--- config.mk ---
export PLATFORM = sky130hd
export DESIGN_NAME = mem_access_unit
export DESIGN_NICKNAME = d
export VERILOG_FILES = /design/src/rtl/mem_access_unit.sv
export SDC_FILE = /design/constraint.sdc
export NUM_CORES = 1
export LEC_CHECK = 0
export ABC_AREA = 1
export CORE_MARGIN = 4
export CORE_UTILIZATION = 34
export CTS_BUF_LIST = sky130_fd_sc_hd__clkbuf_2 sky130_fd_sc_hd__clkbuf_4 sky130_fd_sc_hd__clkbuf_8
export CTS_CLUSTER_SIZE = 8
export DETAILED_ROUTE_END_ITERATION = 7
export HOLD_SLACK_MARGIN = 0.02
export SLEW_MARGIN = 20
export SYNTH_ARGS = -nofsm -noshare
export SYNTH_HDL_FRONTEND = slang
export SYNTH_SLANG_ARGS = --single-unit
--- constraint.sdc ---
create_clock -name clk -period 3.73 [get_ports clk]
set_input_delay 0.746 -clock clk [delete_from_list [all_inputs] [get_ports clk]]
set_output_delay 0.746 -clock clk [all_outputs]
set_load 0.03 [all_outputs]
--- src/rtl/mem_access_unit.sv ---
// CPU-side load/store unit for the 0x3000..0x3FFF data memory window.
// Sub-word stores are read-modify-write; misaligned or out-of-window requests get an error response.
module mem_access_unit (
    input  logic        clk,
    input  logic        rst_n,
    input  logic        req_valid,
    output logic        req_ready,
    input  logic        req_we,
    input  logic [1:0]  req_size,
    input  logic        req_signed,
    input  logic [31:0] req_addr,
    input  logic [31:0] req_wdata,
    output logic        resp_valid,
    input  logic        resp_ready,
    output logic [31:0] resp_rdata,
    output logic        resp_err,
    output logic [31:0] mem_addr,
    output logic        mem_we,
    output logic [31:0] mem_wdata,
    input  logic [31:0] mem_rdata
);

    typedef enum logic [1:0] {IDLE, READ, WRITE, RESP} state_t;

    state_t      state, state_nx;
    logic        we_q;
    logic [1:0]  size_q;
    logic        sgn_q;
    logic [31:0] addr_q;
    logic [31:0] buf_q;
    logic [31:0] rdata_q;
    logic        err_q;

    logic        accept;
    logic        req_bad;
    logic [7:0]  byte_sel;
    logic [15:0] half_sel;
    logic [31:0] load_val;
    logic [31:0] merged;

    // Gating with rst_n keeps req_ready low for the whole reset window.
    assign req_ready = (state == IDLE) && rst_n;
    assign accept    = req_valid && req_ready;

    assign req_bad = (req_size == 2'b11)
                  || (req_size == 2'b01 && req_addr[0])
                  || (req_size == 2'b10 && req_addr[1:0] != 2'b00)
                  || (req_addr[31:12] != 20'h00003);

    always_comb begin
        byte_sel = mem_rdata[7:0];
        case (addr_q[1:0])
            2'd0: byte_sel = mem_rdata[7:0];
            2'd1: byte_sel = mem_rdata[15:8];
            2'd2: byte_sel = mem_rdata[23:16];
            2'd3: byte_sel = mem_rdata[31:24];
            default: byte_sel = mem_rdata[7:0];
        endcase
        half_sel = addr_q[1] ? mem_rdata[31:16] : mem_rdata[15:0];

        case (size_q)
            2'b00:   load_val = {{24{sgn_q & byte_sel[7]}}, byte_sel};
            2'b01:   load_val = {{16{sgn_q & half_sel[15]}}, half_sel};
            default: load_val = mem_rdata;
        endcase

        // Splice the store data into the freshly read word at the byte offset.
        merged = mem_rdata;
        if (size_q == 2'b00) begin
            case (addr_q[1:0])
                2'd0: merged[7:0]   = buf_q[7:0];
                2'd1: merged[15:8]  = buf_q[7:0];
                2'd2: merged[23:16] = buf_q[7:0];
                2'd3: merged[31:24] = buf_q[7:0];
                default: merged = mem_rdata;
            endcase
        end else if (addr_q[1]) begin
            merged[31:16] = buf_q[15:0];
        end else begin
            merged[15:0] = buf_q[15:0];
        end
    end

    always_ff @(posedge clk or negedge rst_n) begin
        if (!rst_n) state <= IDLE;
        else        state <= state_nx;
    end

    always_comb begin
        state_nx   = state;
        mem_we     = 1'b0;
        mem_addr   = 32'h0;
        mem_wdata  = 32'h0;
        resp_valid = 1'b0;
        resp_rdata = 32'h0;
        resp_err   = 1'b0;
        case (state)
            IDLE: begin
                if (accept) begin
                    if (req_bad)                         state_nx = RESP;
                    else if (req_we && req_size == 2'b10) state_nx = WRITE;
                    else                                 state_nx = READ;
                end
            end
            READ: begin
                mem_addr = {addr_q[31:2], 2'b00};
                state_nx = we_q ? WRITE : RESP;
            end
            WRITE: begin
                mem_addr  = {addr_q[31:2], 2'b00};
                mem_we    = 1'b1;
                mem_wdata = buf_q;
                state_nx  = RESP;
            end
            RESP: begin
                resp_valid = 1'b1;
                resp_rdata = rdata_q;
                resp_err   = err_q;
                if (resp_ready) state_nx = IDLE;
            end
            default: state_nx = IDLE;
        endcase
    end

    always_ff @(posedge clk or negedge rst_n) begin
        if (!rst_n) begin
            we_q    <= 1'b0;
            size_q  <= 2'b00;
            sgn_q   <= 1'b0;
            addr_q  <= 32'h0;
            buf_q   <= 32'h0;
            rdata_q <= 32'h0;
            err_q   <= 1'b0;
        end else if (state == IDLE) begin
            if (accept) begin
                we_q    <= req_we;
                size_q  <= req_size;
                sgn_q   <= req_signed;
                addr_q  <= req_addr;
                buf_q   <= req_wdata;
                rdata_q <= 32'h0;
                err_q   <= req_bad;
            end
        end else if (state == READ) begin
            if (we_q) buf_q   <= merged;
            else      rdata_q <= load_val;
        end
    end

endmodule

* Yosys cells after proc, flatten, opt, wreduce, memory -nomap -nowiden *
Index checks and enable logic that the tools add are counted.

storage, ports and cells
  bits in registers = 103
  output and inout port bits = 100

cells by class
  equal/unequal tests = 15
  multiplexer cells = 30
  bitwise logic cells = 2
  reductions and logical operators = 22

operators by type and width
  operator                                              number
  2-to-1 mux 32 bit                                     12
  case mux 32 bit (2 select lines)                      1
  2-to-1 mux 16 bit                                     3
  2-to-1 mux 8 bit                                      4
  case mux 8 bit (4 select lines)                       1
  != test 20 x 2 -> 1 bit (second input constant)       1
  equality test 2 bit (second input constant)           6
  equality test 2 x 1 -> 1 bit (second input constant)  4
  2-to-1 mux 2 bit                                      4
  case mux 2 bit (4 select lines)                       1
  zero test 2 bit                                       3
  AND reduction 3 bit                                   2
  nonzero test 2 bit                                    3
  logical AND 1 bit                                     5
  AND reduction 5 bit                                   1
  2-to-1 mux 1 bit                                      4
  != test 2 bit (second input constant)                 2
  AND reduction 2 bit                                   2
  AND reduction 4 bit                                   1
  logical OR 1 bit                                      3
  != test 3 bit (second input constant)                 1
  nonzero test 3 bit                                    1
  bitwise AND 1 bit                                     2
  != test 2 x 1 -> 1 bit (second input constant)        1
  OR reduction 2 bit                                    1

* Logic depth before layout (Yosys ltp) *
  depth after elaboration = 8
  mapped depth = 11
  depth with buffers taken out = 11

* Worst setup path after synthesis *
No wires, ideal clock.

  path type = register -> output
  start point = reg state[0]
  end point = out mem_wdata[10]
  data arrival time = 1,579 ps
  required time = 2,984 ps
  path slack = 1,405 ps
  stages on the path, launching flop included = 7
  cells stage by stage = dfrtp_1 -> inv_1 -> ha_1 -> clkbuf_1 -> clkbuf_1 -> nand2_1 -> inv_1

on the way
  cells in the longest elaborated chain, start to end = 2

RTL lines
  element                 RTL line  text
  from (decl)             25        state_t state, state_nx;
  from (signal assigned)  86        else state <= state_nx;
  equality test 2 bit     97        case (state)
  2-to-1 mux 32 bit       97
  to (decl)               19        output logic [31:0] mem_wdata,

No other way between the ends.

* Worst setup path in the final report *
  start point = reg state[0]
  end point = out mem_addr[2]

on the way
  cells in the longest elaborated chain, start to end = 3
  elaborated cells between the ends (all ways) = 4
  those cells by class = eq/ne: 2; mux: 1; reduce/logical: 1

RTL lines
  element                                                                     RTL line  text
  equality test 2 x 1 -> 1 bit / equality test 2 bit (equally long branches)  97
  OR reduction 2 bit (no source line) *                                       --
  2-to-1 mux 32 bit *                                                         97
  to (decl)                                                                   17        output logic [31:0] mem_addr,

Mark *: on every way between the ends. The rest lies on a longest branch, timed or not.

==> out/qor.txt <==
min Tclk post-route = 3.06 ns
Post-Syn Area per Cell = 6.78 um^2
largest net degree at the start of global routing = 53
synthesis-to-layout area growth = 36.1%
Least-Margin Pin Slew = 1.09 ns
CTS Hold Buffers Added = 0
Leak Pwr = 4.78 nW
hold_sp = rdata_q[2]
Cell Rows = 50
WL met2 = 9670 um
synthesized instance count = 955
Rel. slew slack = 27.5%
CP Buf/Inv Count = 4
Hold Vio Cnt, Final = 0
Die W = 146 um
period utilization = 82.0%
largest cells by area after synthesis = dfrtp_1, nand2_1, inv_1, mux2_2, nor2_1
critical path class = flop to output port
layout cells sized above 1 = 6.91%
Final Max Slew Viols = 0
setup TNS = 0 ns
Clock Latency Late Sink = 0.38 ns
top-area cell type share of the netlist area = 39.8%
terminus of the critical flop-to-flop path = buf_q[6]
port buffer count = 201
commonest non-fill, non-tap cell in the layout = nand2_1
IR drop worst, VDD = 480 uV
CP Depth = 6
die area = 21300 um^2
startpoint types = flop
drt total wl = 21500 um
drt first pass iters = 6
worst hold path type = flop to flop
leading area contributor after synthesis = dfrtp_1
total grt overflow = 0
vias in the first global route = 6566
Power Dens Cells = 897 nW/um^2
worst path arrival time = 2.31 ns
most frequent cells in the layout = nand2_1, clkdlybuf4s50_1, inv_1
routed wire length per instance = 15.8 um
routability cong. = 0.858
routed length on met1 = 8960 um
worst reg-to-reg setup slack = 0.81 ns
FMAX = 0.327 GHz
Resized Gates After CTS = 0
Num CTS Buffers = 9
CTS sink cnt = 103
drc violations = 0
WP data required = 2.98 ns
cells along the critical path = inv_1 > ha_1 > buf_4 > nand2_1 > inv_1 > clkdlybuf4s50_1
Hold Path Stages = 2
Crit Path Max Fanout = 31
RR Startpoint = state[0]
Syn. warnings = 0
Initial DRC Count = 395
most frequent cell on the critical path = inv_1
Core Area = 18700 um^2
Clock Pin Slew Worst Setup and Hold Paths = 0.09 ns
Final setup viols = 0
ANT nets after route = 0
DP HPWL = 16500 um
vias per cell = 4.79
CP max stage delay = 0.68 ns
Starting Density = 34.6%
clock tree buffer depth = 2
RSZ-0062 raised after global routing = no
Hold Path Sink = rdata_q[2]
first-pass GRT wire length = 34700 um
CTS tree = built
nets@finish = 1232
status = complete, no violations
sequential fraction of the synthesis area = 39.8%
die height = 146 um
total setup buffers inserted after CTS = 0
H-tree depth = 3
post-synthesis cell type count = 31
gr usage total = 20.3%
Top Ports = 204
fillers = 1982
cells on worst reg2reg path = 11
Setup crit end kind = output port
Clock Root Buffer = clkbuf_8
CP max stage cell = clkdlybuf4s50_1
register bit total from synthesis = 103
Max Cap Viol = 0
max layer used = met5
antenna violations before repair = 1
DR vias = 6527
clk_skew = 0.00651 ns
final core utilization = 47.1%
Mapped Area = 6470 um^2
Top Family by Delay on Critical Path = buffers and inverters
metal3 WL = 2450 um
## metal layers
layer  vias up  global-route usage, %
li1       3274                      -
met3        28                   8.78
met1      2960                   25.4
met4         2                   4.70
met2       263                   32.6
met5         -                      0
## worst reg2reg max path, cell delays in order, from the launching register on
cell and delay [ns]:
dfrtp_1 0.42, inv_1 0.10, ha_1 0.49, nand3_2 0.13, o21ai_1 0.11, nand2_1 0.42, inv_2 0.38, nand2_2 0.27
inv_2 0.23, nand2_2 0.14, nand2_1 0.09, nand2_1 0.05
## registers in the layout, indices dropped and copies added, names as in the netlist
signal   count
addr_q      32
buf_q       32
err_q        1
rdata_q     32
sgn_q        1
size_q       2
state        2
we_q         1
## logic make-up (layout without fill, tap and decap cells)
group | Yosys count | after routing | synth area share, %
and+or+nand+nor | 486 | 486 | 30.4
buffers and inverters | 206 | 378 | 13.0
AOI/OAI and AO/OA | 128 | 128 | 11.3
DFF | 103 | 103 | 39.8
muxes | 27 | 27 | 4.70
adders and majority gates | 4 | 4 | 0.773
other | 1 | 4 | 0.0579
## report_power, final
group	internal (mW)	total [mW]	switching, mW
clock network	0.398	0.780	0.381
registers	1.67	2.12	0.451
logic	1.86	5.01	3.15
total	3.92	7.90	3.98
## metrics by stage
| stage | power (mW) | cells | cell area, um^2 | worst slack (ns) | hold WS [ns] |
|---|---|---|---|---|---|
| floorplan | 5.48 | 956 | 6480 | 1.40 | 0.449 |
| global placement | 7.14 | 1347 | 8590 | 0.692 | 0.467 |
| detailed placement | 7.17 | 1347 | 8590 | 0.632 | 0.466 |
| CTS | 7.98 | 1362 | 8810 | 0.620 | 0.490 |
| global route | 8.64 | 1362 | 8810 | 0.441 | 0.500 |
| finish | 7.90 | 1364 | 8810 | 0.670 | 0.488 |
## area by class of cell
| class | count | area (um^2) | area share, % |
|---|---|---|---|
| Clock inverter | 4 | 70.1 | 0.795 |
| Timing Repair Buffer | 211 | 2080 | 23.7 |
| Sequential cell | 103 | 2580 | 29.2 |
| Inverter | 152 | 576 | 6.53 |
| Tap cell | 234 | 293 | 3.32 |
| Multi-Input combinational cell | 647 | 3060 | 34.7 |
| Clock buffer | 11 | 145 | 1.65 |
| Antenna cell | 2 | 5.00 | 0.0568 |
## Yosys cell counts, drive strengths merged
cell type / instances
clkbuf: 25
nand2: 359
buf: 29
nor2: 74
o221ai: 3
nand4: 1
or2: 7
dfrtp: 103
nand3: 45
a21oi: 31
conb: 1
a31oi: 3
o22ai: 12
ha: 4
o21ai: 57
mux2: 27
inv: 152
o211ai: 22
## how the worst max path moves through the flow
stage	endpoint	slack (ns)	from
2_1_floorplan	mem_wdata[10]	1.40	state[0]
3_3_place_gp	buf_q[0]	0.69	req_valid
3_5_place_dp	buf_q[6]	0.63	req_valid
4_1_cts	mem_addr[2]	0.62	state[0]
5_1_grt	buf_q[7]	0.44	state[0]
6_report	mem_addr[2]	0.67	state[0]
Power figures use the tool's default switching activity.
